`src/rtl/pipeline_pkg.sv`:
```
// Shared pipeline definitions for the writeback stage: opcode/funct
// constants, the bubble PC marker and the write-back source selector.
package pipeline_pkg;

    localparam logic [5:0] OP_LW      = 6'h23;
    localparam logic [5:0] OP_LB      = 6'h20;
    localparam logic [5:0] OP_LBU     = 6'h24;
    localparam logic [5:0] OP_LH      = 6'h21;
    localparam logic [5:0] OP_LHU     = 6'h25;
    localparam logic [5:0] OP_JAL     = 6'h03;
    localparam logic [5:0] OP_SPECIAL = 6'h00;
    localparam logic [5:0] FUNCT_JALR = 6'h09;

    localparam logic [31:0] RST_PC = 32'h0000_3000;

    typedef enum logic [1:0] {
        WB_ALU = 2'd0,
        WB_MEM = 2'd1,
        WB_PC8 = 2'd2
    } wb_src_e;

    // Map an instruction's opcode/funct to its write-back source.
    function automatic wb_src_e wb_src_decode(input logic [5:0] opcode,
                                              input logic [5:0] funct);
        wb_src_e src;
        case (opcode)
            OP_LW, OP_LB, OP_LBU, OP_LH, OP_LHU: src = WB_MEM;
            OP_JAL:                              src = WB_PC8;
            OP_SPECIAL: begin
                if (funct == FUNCT_JALR) begin
                    src = WB_PC8;
                end else begin
                    src = WB_ALU;
                end
            end
            default:                             src = WB_ALU;
        endcase
        return src;
    endfunction

endpackage

```
`src/rtl/w_stage_grf_load_ext.sv`:
```
// Sub-word load extractor: picks the byte/half selected by the address
// offset out of the aligned memory word and sign- or zero-extends it.
module w_load_ext
    import pipeline_pkg::*;
(
    input  logic [31:0] W_RD,
    input  logic [1:0]  off,
    input  logic [5:0]  opcode,
    output logic [31:0] data
);

    logic [7:0]  byte_s;
    logic [15:0] half_s;

    // Select the addressed byte; halves use only off[1] (alignment checked upstream).
    always_comb begin
        byte_s = 8'h00;
        case (off)
            2'd0:    byte_s = W_RD[7:0];
            2'd1:    byte_s = W_RD[15:8];
            2'd2:    byte_s = W_RD[23:16];
            2'd3:    byte_s = W_RD[31:24];
            default: byte_s = 8'h00;
        endcase
        if (off[1]) begin
            half_s = W_RD[31:16];
        end else begin
            half_s = W_RD[15:0];
        end
    end

    // Extend according to the load flavour; lw passes the word through.
    always_comb begin
        data = W_RD;
        case (opcode)
            OP_LB:   data = {{24{byte_s[7]}}, byte_s};
            OP_LBU:  data = {24'h00_0000, byte_s};
            OP_LH:   data = {{16{half_s[15]}}, half_s};
            OP_LHU:  data = {16'h0000, half_s};
            OP_LW:   data = W_RD;
            default: data = W_RD;
        endcase
    end

endmodule

```
`src/rtl/w_stage_grf.sv`:
```
// Writeback stage plus 32x32 general register file with W->D bypass and a
// retired-instruction counter.
// Optional macro GRF_DISPLAY_EN: when defined, each register write is
// printed as "@pc: $reg <= data" in simulation; logic is unchanged.
module w_stage_grf #(
    parameter int          DATA_W = 32,
    parameter logic [31:0] RST_PC = pipeline_pkg::RST_PC
) (
    input  logic              clk,
    input  logic              reset,
    input  logic [31:0]       W_instr,
    input  logic [4:0]        W_A3,
    input  logic [DATA_W-1:0] W_AR,
    input  logic [DATA_W-1:0] W_RD,
    input  logic [DATA_W-1:0] W_pc8,
    input  logic [31:0]       W_pc,
    input  logic [4:0]        D_rs_addr,
    input  logic [4:0]        D_rt_addr,
    output logic [DATA_W-1:0] D_rs_data,
    output logic [DATA_W-1:0] D_rt_data,
    output logic [DATA_W-1:0] W_wd,
    output logic              W_we,
    output logic [31:0]       W_retired_cnt
);
    import pipeline_pkg::*;

    logic [DATA_W-1:0] grf_r [0:31];
    logic [31:0]       retired_cnt_r;
    logic [DATA_W-1:0] load_data_s;
    wb_src_e           wb_src_s;
    logic              unused_instr_s;

    assign unused_instr_s = ^W_instr[25:6];

    w_load_ext u_load_ext (
        .W_RD   (W_RD),
        .off    (W_AR[1:0]),
        .opcode (W_instr[31:26]),
        .data   (load_data_s)
    );

    // Choose the write-back value from ALU, memory or link path.
    always_comb begin
        wb_src_s = wb_src_decode(W_instr[31:26], W_instr[5:0]);
        W_wd     = W_AR;
        case (wb_src_s)
            WB_ALU:  W_wd = W_AR;
            WB_MEM:  W_wd = load_data_s;
            WB_PC8:  W_wd = W_pc8;
            default: W_wd = W_AR;
        endcase
    end

    assign W_we = (W_A3 != 5'd0) && reset;

    // Register array: cleared on reset, written on each enabled edge.
    always_ff @(posedge clk or negedge reset) begin
        if (!reset) begin
            for (int i = 0; i < 32; i++) begin
                grf_r[i] <= '0;
            end
        end else if (W_we) begin
            grf_r[W_A3] <= W_wd;
        end else begin
            grf_r[W_A3] <= grf_r[W_A3];
        end
    end

    // Read ports: $zero and reset read 0, same-cycle write is bypassed.
    always_comb begin
        D_rs_data = '0;
        D_rt_data = '0;
        if (!reset || D_rs_addr == 5'd0) begin
            D_rs_data = '0;
        end else if (W_we && W_A3 == D_rs_addr) begin
            D_rs_data = W_wd;
        end else begin
            D_rs_data = grf_r[D_rs_addr];
        end
        if (!reset || D_rt_addr == 5'd0) begin
            D_rt_data = '0;
        end else if (W_we && W_A3 == D_rt_addr) begin
            D_rt_data = W_wd;
        end else begin
            D_rt_data = grf_r[D_rt_addr];
        end
    end

    // Count every non-bubble instruction that reaches writeback.
    always_ff @(posedge clk or negedge reset) begin
        if (!reset) begin
            retired_cnt_r <= 32'd0;
        end else if (W_instr != 32'd0 || W_pc != RST_PC) begin
            retired_cnt_r <= retired_cnt_r + 32'd1;
        end else begin
            retired_cnt_r <= retired_cnt_r;
        end
    end

    assign W_retired_cnt = retired_cnt_r;

`ifdef GRF_DISPLAY_EN
    // Trace each register write for simulation logs.
    always @(posedge clk) begin
        if (W_we) begin
            $display("@%h: $%d <= %h", W_pc, W_A3, W_wd);
        end
    end
`else
    // Tracing disabled: no simulation output.
`endif

endmodule

```
`config.mk`:
```
export PLATFORM = sky130hd
export DESIGN_NAME = w_stage_grf
export DESIGN_NICKNAME = d
export VERILOG_FILES = /design/src/rtl/pipeline_pkg.sv /design/src/rtl/w_stage_grf_load_ext.sv /design/src/rtl/w_stage_grf.sv
export SDC_FILE = /design/constraint.sdc
export NUM_CORES = 2
export LEC_CHECK = 0
export BUFFER_PORTS_ARGS = -buffer_cell sky130_fd_sc_hd__buf_2
export CAP_MARGIN = 25
export CORE_UTILIZATION = 54
export CTS_CLUSTER_DIAMETER = 30
export DETAILED_ROUTE_END_ITERATION = 12
export PLACE_DENSITY_LB_ADDON = 0.08
export RECOVER_POWER = 25
export SLEW_MARGIN = 20
export SYNTH_ARGS = -nofsm -noshare
export SYNTH_HDL_FRONTEND = slang
export SYNTH_SLANG_ARGS = --single-unit
export TNS_END_PERCENT = 20
```
`constraint.sdc`:
```
create_clock -name clk -period 5.23 [get_ports clk]
set_input_delay 0.2615 -clock clk [delete_from_list [all_inputs] [get_ports clk]]
set_output_delay 0.2615 -clock clk [all_outputs]
set_load 0.05 [all_outputs]
```
Word-level counts from Yosys, hierarchy flattened
Cells that the tools add are included.
{"block": "op_classes", "add_sub_neg": 1, "order_cmp": 4, "eq_ne": 15, "muxes": 24, "bitwise": 3, "n_reduce_logical": 15}
{"cell": "$bwmux W1024", "n": 2}
{"cell": "$mux W1024", "n": 1}
{"cell": "$bmux W32 S5", "n": 3}
{"cell": "$mux W32", "n": 11}
{"cell": "$demux W32 S5", "n": 1}
{"cell": "$pmux W32 S4", "n": 1}
{"cell": "$pmux W32 S2", "n": 1}
{"cell": "$add A32 B1 Y32 const B", "n": 1}
{"cell": "$ne A32 B14 Y1 const B", "n": 1}
{"cell": "$pmux W8 S4", "n": 1}
{"cell": "$reduce_bool A32 Y1", "n": 1}
{"cell": "$eq A6 B6 Y1 const B", "n": 5}
{"cell": "$ge A6 B6 Y1 const B", "n": 3}
{"cell": "$not A5 Y6", "n": 3}
{"cell": "$mux W16", "n": 1}
{"cell": "$eq A5 B5 Y1", "n": 2}
{"cell": "$logic_not A5 Y1", "n": 2}
{"cell": "$eq A2 B2 Y1 const B", "n": 3}
{"cell": "$eq A6 B2 Y1 const B", "n": 1}
{"cell": "$eq A6 B4 Y1 const B", "n": 1}
{"cell": "$logic_not A6 Y1", "n": 1}
{"cell": "$lt A6 B1 Y1 const B", "n": 1}
{"cell": "$pmux W2 S3", "n": 1}
{"cell": "$reduce_bool A5 Y1", "n": 1}
{"cell": "7 further kinds", "n": 13}
{"block": "word_totals", "register_bits": 1056, "inputBits": 177, "word_cells": 95}

Depth between registers and ports, before layout
{"block": "logic_depth", "ltp_word": 7, "mapped_depth": 15, "ltp_nobuf": 12}

Cells and area by module
Synthesis repeated with hierarchy kept, for this count alone.
{"block": "unflattened", "hier_cells": 6194, "area_unflattened_um2": 64747.1}
{"mod": "w_stage_grf", "instances": 1, "cells_per_inst": 6066, "area_each_um2": 63732.4, "seq_area_each_um2": 26425.3}
{"mod": "w_load_ext", "instances": 1, "cells_per_inst": 128, "area_each_um2": 1014.7, "seq_area_each_um2": 0.0}

Worst setup path before layout
Ideal clock, no wire load.
{"block": "synth_path", "path_kind": "input port to output port", "from": "in W_instr[26]", "to": "out D_rt_data[17]", "arrival_time_ns": 3.828, "required_time_ns": 4.969, "slack_ns": 1.141, "stages": 11, "path_buffers": 2, "cell_sequence": "nor4_1 -> nand3_1 -> o21a_1 -> ha_1 -> clkbuf_1 -> nor2b_1 -> clkbuf_1 -> o21ai_0 -> o21ai_0 -> a22oi_1 -> nand2_1"}
{"block": "synth_via", "elab_chain_len": 7, "elab_cells_between_ends": 15}
{"element": "from (decl)", "line": "w_stage_grf.sv:11", "text": "input logic [31:0] W_instr,"}
{"element": "$eq A6 B6 Y1, on equally long branches", "line": "pipeline_pkg.sv:26, w_stage_grf_load_ext.sv:35"}
{"element": "$reduce_or A5 Y1", "line": "pipeline_pkg.sv:26", "text": "case (opcode)"}
{"element": "$pmux W2 S3", "line": "pipeline_pkg.sv:26"}
{"element": "$eq A2 B2 Y1 or $eq A2 B1 Y1 (tied branches)", "line": "w_stage_grf.sv:46", "text": "case (wb_src_s)"}
{"element": "$pmux W32 S2 (*)", "line": "w_stage_grf.sv:46"}
{"element": "named net W_wd[17]", "line": "w_stage_grf.sv:21", "text": "output logic [DATA_W-1:0] W_wd,"}
{"element": "$mux W32 (*)", "line": "w_stage_grf.sv:82", "text": "end else if (W_we && W_A3 == D_rt_addr) begin"}
{"element": "$mux W32 (*)", "line": "w_stage_grf.sv:80", "text": "if (!reset || D_rt_addr == 5'd0) begin"}
{"element": "to (decl)", "line": "w_stage_grf.sv:20", "text": "output logic [DATA_W-1:0] D_rt_data,"}
Mark *: on every way through the listed nets, which the timed path passes. The rest lies on a longest branch.

Worst setup path after layout
{"block": "layout_path", "from": "in W_instr[26]", "to": "out D_rt_data[20]"}
{"block": "layout_via", "elab_chain_len": 7, "elab_cells_between_ends": 15}
{"element": "$eq A6 B6 Y1, on equally long branches", "line": "pipeline_pkg.sv:26, w_stage_grf_load_ext.sv:35"}
{"element": "$reduce_or A5 Y1", "line": "pipeline_pkg.sv:26"}
{"element": "$pmux W2 S3", "line": "pipeline_pkg.sv:26"}
{"element": "$eq A2 B2 Y1 or $eq A2 B1 Y1 (tied branches)", "line": "w_stage_grf.sv:46"}
{"element": "$pmux W32 S2 (*)", "line": "w_stage_grf.sv:46"}
{"element": "$mux W32 (*)", "line": "w_stage_grf.sv:82"}
{"element": "$mux W32 (*)", "line": "w_stage_grf.sv:80"}
Every way passes the cells marked *; elsewhere a longest branch is shown, timed or not.

==> impl_metrics.prom <==
# TYPE chip_impl_metric gauge
chip_impl_metric{name="fmax",unit="GHz"} 0.223
chip_impl_metric{name="buffer_levels_on_the_longest_clock_path",unit=""} 4
chip_impl_metric{name="synthArstFlopShare",unit=""} 1.00
chip_impl_info{name="min_path_type",value="primary input to flip-flop"} 1
chip_impl_metric{name="timing.final.hold_violations",unit=""} 0
chip_impl_metric{name="drt_pass1_iterations",unit=""} 6
chip_impl_metric{name="vias",unit=""} 57400
chip_impl_metric{name="worst_clk_skew",unit="ns"} 0.0674
chip_impl_metric{name="finalCoreUtilization",unit=""} 0.660
chip_impl_metric{name="core_region_area",unit="µm²"} 118000
chip_impl_metric{name="syn_avg_cell_area",unit="µm²"} 10.4
chip_impl_metric{name="netlist_instances",unit=""} 6160
chip_impl_metric{name="detail_route.wl_per_cell",unit="µm"} 33.5
chip_impl_metric{name="detail_route.wirelength",unit="µm"} 270000
chip_impl_metric{name="min_period",unit="ns"} 4.49
chip_impl_metric{name="timing.hold.ws",unit="ns"} 0.0998
chip_impl_metric{name="hpwlAfterDp",unit="µm"} 164000
chip_impl_metric{name="synth_seq_area_share",unit=""} 0.411
chip_impl_metric{name="synthesis.yosys.warnings",unit=""} 0
chip_impl_metric{name="residual_antenna_violating_net_count_after_detailed_routing",unit=""} 0
chip_impl_metric{name="dpl-instance-area",unit="µm²"} 68000
chip_impl_metric{name="totalPowerFinal",unit="mW"} 37.3
chip_impl_metric{name="netlist-cell-type-count",unit=""} 80
chip_impl_metric{name="crit_arrival",unit="ns"} 4.23
chip_impl_metric{name="globalRoute.totalOverflow",unit=""} 0
chip_impl_metric{name="tns",unit="ns"} 0
chip_impl_info{name="critPathKind",value="primary input to output pin"} 1
chip_impl_metric{name="period_share",unit=""} 0.858
chip_impl_metric{name="synth_nets",unit=""} 6340
chip_impl_metric{name="drive_above_1_share",unit=""} 0.257
chip_impl_metric{name="core.rowCount",unit=""} 126
chip_impl_info{name="cts_root_buf",value="clkbuf_16"} 1
chip_impl_metric{name="io_buffers",unit=""} 305
chip_impl_info{name="critical_path.startpoint_type",value="primary input"} 1
chip_impl_metric{name="initialDrtViolationCount",unit=""} 7646
chip_impl_metric{name="final_net_count",unit=""} 6511
chip_impl_metric{name="die_height",unit="µm"} 347
chip_impl_metric{name="grt_max_degree",unit=""} 130
chip_impl_metric{name="post_drt_via_cell_ratio",unit=""} 7.10
chip_impl_metric{name="worst_setup_hold_path_clk_slew",unit="ns"} 0.05
chip_impl_metric{name="h_tree_depth",unit=""} 5
chip_impl_metric{name="grt_use_total",unit=""} 0.450
chip_impl_info{name="run_status",value="finished with violations"} 1
chip_impl_metric{name="postLayoutCellArea",unit="µm²"} 77900
chip_impl_metric{name="max_cap_violations",unit=""} 6
chip_impl_metric{name="layout-area-overhead-vs-synth",unit="%"} 21.2
chip_impl_metric{name="fp.dieW",unit="µm"} 347
chip_impl_metric{name="grt_pass1_wl",unit="µm"} 391000
chip_impl_info{name="violated_checks",value="max-capacitance violations, max-slew violations"} 1
chip_impl_info{name="synth_top_flop_cell",value="dfrtp_1"} 1
chip_impl_metric{name="synth_area",unit="µm²"} 64300
chip_impl_metric{name="worstPathMaxFanout",unit=""} 14
chip_impl_metric{name="post_cts_buffers",unit=""} 0
chip_impl_metric{name="drc",unit=""} 0
chip_impl_metric{name="synth_enable_flop_cells",unit=""} 0
chip_impl_info{name="cts_tree",value="built"} 1
chip_impl_info{name="mostFrequentLayoutCells",value="nand2_1 (1125), o21ai_0 (1089), dfrtp_1 (1056)"} 1
chip_impl_metric{name="antenna_violations_before_repair",unit=""} 16
chip_impl_metric{name="routabilityCongestion",unit=""} 0.954
chip_impl_info{name="rsz0062_at_grt",value="false"} 1
chip_impl_metric{name="total_area_of_multi_input_combinational_cells",unit="µm²"} 35200
chip_impl_metric{name="sequential_cell_area",unit="µm²"} 26400
chip_impl_metric{name="static-leakage-power",unit="nW"} 34.4
chip_impl_metric{name="floorplan.die_area",unit="µm²"} 120000
chip_impl_metric{name="initial_cell_density_of_the_core",unit=""} 0.545
chip_impl_info{name="most_common_cell_after_layout_fill_and_taps_aside",value="nand2_1"} 1
chip_impl_metric{name="clock_insertion_delay_worst_skew",unit="ns"} 0.89
chip_impl_metric{name="relSlewSlack",unit=""} -1.28
chip_impl_metric{name="timing.final.max_slew_violations",unit=""} 310
chip_impl_metric{name="setup_viol",unit=""} 0
chip_impl_metric{name="worstPathRequired",unit="ns"} 4.97
chip_impl_info{name="worstSetupEndpointType",value="output pin"} 1
chip_impl_metric{name="worst_slew_pin_slew",unit="ns"} 3.43
chip_impl_metric{name="fill_cell_instance_count_of_the_final_layout",unit=""} 9122
chip_impl_metric{name="cts_num_sinks",unit=""} 1056
chip_impl_metric{name="ir_worst_vdd",unit="mV"} 0.413
chip_impl_metric{name="tritoncts.num_buffers",unit=""} 286
chip_impl_metric{name="design.portCount",unit=""} 306
chip_impl_metric{name="via_count_of_the_first_global_routing_pass",unit=""} 56100
chip_impl_metric{name="synth-seq-cells",unit=""} 1056
chip_impl_metric{name="power_per_cell_area",unit="nW/µm²"} 479
-- report_power, final --
part / switching, mW / total [mW] / internal [mW]
logic: 4.10 / 7.64 / 3.54
clock network: 5.31 / 17.8 / 12.5
registers: 1.81 / 11.9 / 10.0
total: 11.2 / 37.3 / 26.1
-- logic make-up (layout without fill, tap and decap cells) --
kind of cell,count (synthesis),after routing,share of synthesized area
muxes,1074,1074,0.274
other,0,7,0
xor gates and xnor gates,41,41,0.00570
buffers and inverters,713,1090,0.0472
AOI/OAI and AO/OA,1818,1818,0.169
and+or+nand+nor,1455,1455,0.0932
adders and majority gates,3,3,0.000584
DFF,1056,1056,0.411
-- final cells by class --
class,count,area share
Multi-Input combinational cell,4391,0.452
Sequential cell,1056,0.339
Clock inverter,138,0.0228
Inverter,48,0.00236
Tap cell,1536,0.0247
Timing Repair Buffer,548,0.0561
Clock buffer,356,0.102
Antenna cell,7,0.000225
-- final timing paths --
path                                    endpoint   startpoint  slack, ns  cells after the start
worst max-delay path               D_rt_data[20]  W_instr[26]       0.74                     12
worst min-delay path            W_retired_cnt[0]     W_pc[25]        0.1                      6
worst max register to register        grf_r[329]     grf_r[9]       2.38                      6
worst min register to register       grf_r[1008]  grf_r[1008]       0.41                      0
max in group asynchronous             grf_r[118]        reset       1.22                      5
min in group asynchronous             grf_r[724]        reset       0.77                      3
-- layer usage --
metal / routed length, µm / GRT usage / up-vias / share of wire
li1: - / - / 23600 / -
met1: 96300 / 0.569 / 28300 / 0.36
met2: 115000 / 0.643 / 4307 / 0.43
met3: 37400 / 0.164 / 1161 / 0.14
met4: 21200 / 0.312 / 16 / 0.078
met5: 329 / 0.0136 / - / 0.0012
-- synth_stat cells (all sizes together) (24+ instances only) --
master  instances  share of area
nand3          70         0.0055
clkbuf        476          0.029
inv            47         0.0027
nand2        1156          0.067
o21ai        1153          0.090
a21oi          99         0.0077
nor2           87         0.0051
nor3           27         0.0022
buf           189          0.016
xor2           24         0.0033
mux2i         489          0.076
mux4          544           0.19
a221oi        166          0.023
dfrtp        1056           0.41
mux2           41         0.0072
o22ai          68         0.0071
o211ai         38         0.0044
a22oi         165          0.019
-- repair_timing --
action                                 4_1_cts  5_1_grt
endpoints found under the hold margin      244        0
gates resized for setup                      0        0
hold buffers                                 5        0
-- critical path: stages --
cell,delay [ns]
clkbuf_1,0.27
inv_1,0.07
o21ai_0,0.18
nand3_1,0.13
inv_1,0.08
ha_1,0.34
nand2_1,0.27
o41ai_1,0.56
o21ai_2,0.28
o21ai_1,0.95
a221o_1,0.50
buf_2,0.32
-- stage by stage --
stage	setup slack [ns]	std cells
final	0.742	8080
after global routing	0.534	8077
after CTS	1.11	8069
after detailed placement	0.816	7570
after global placement	0.812	7561
after floorplan	1.14	6160
-- flip-flops by register name (all words and copies together) (netlist names) --
signal	count
grf_r	1024
W_retired_cnt	32
(Power assumes the default switching activity.)
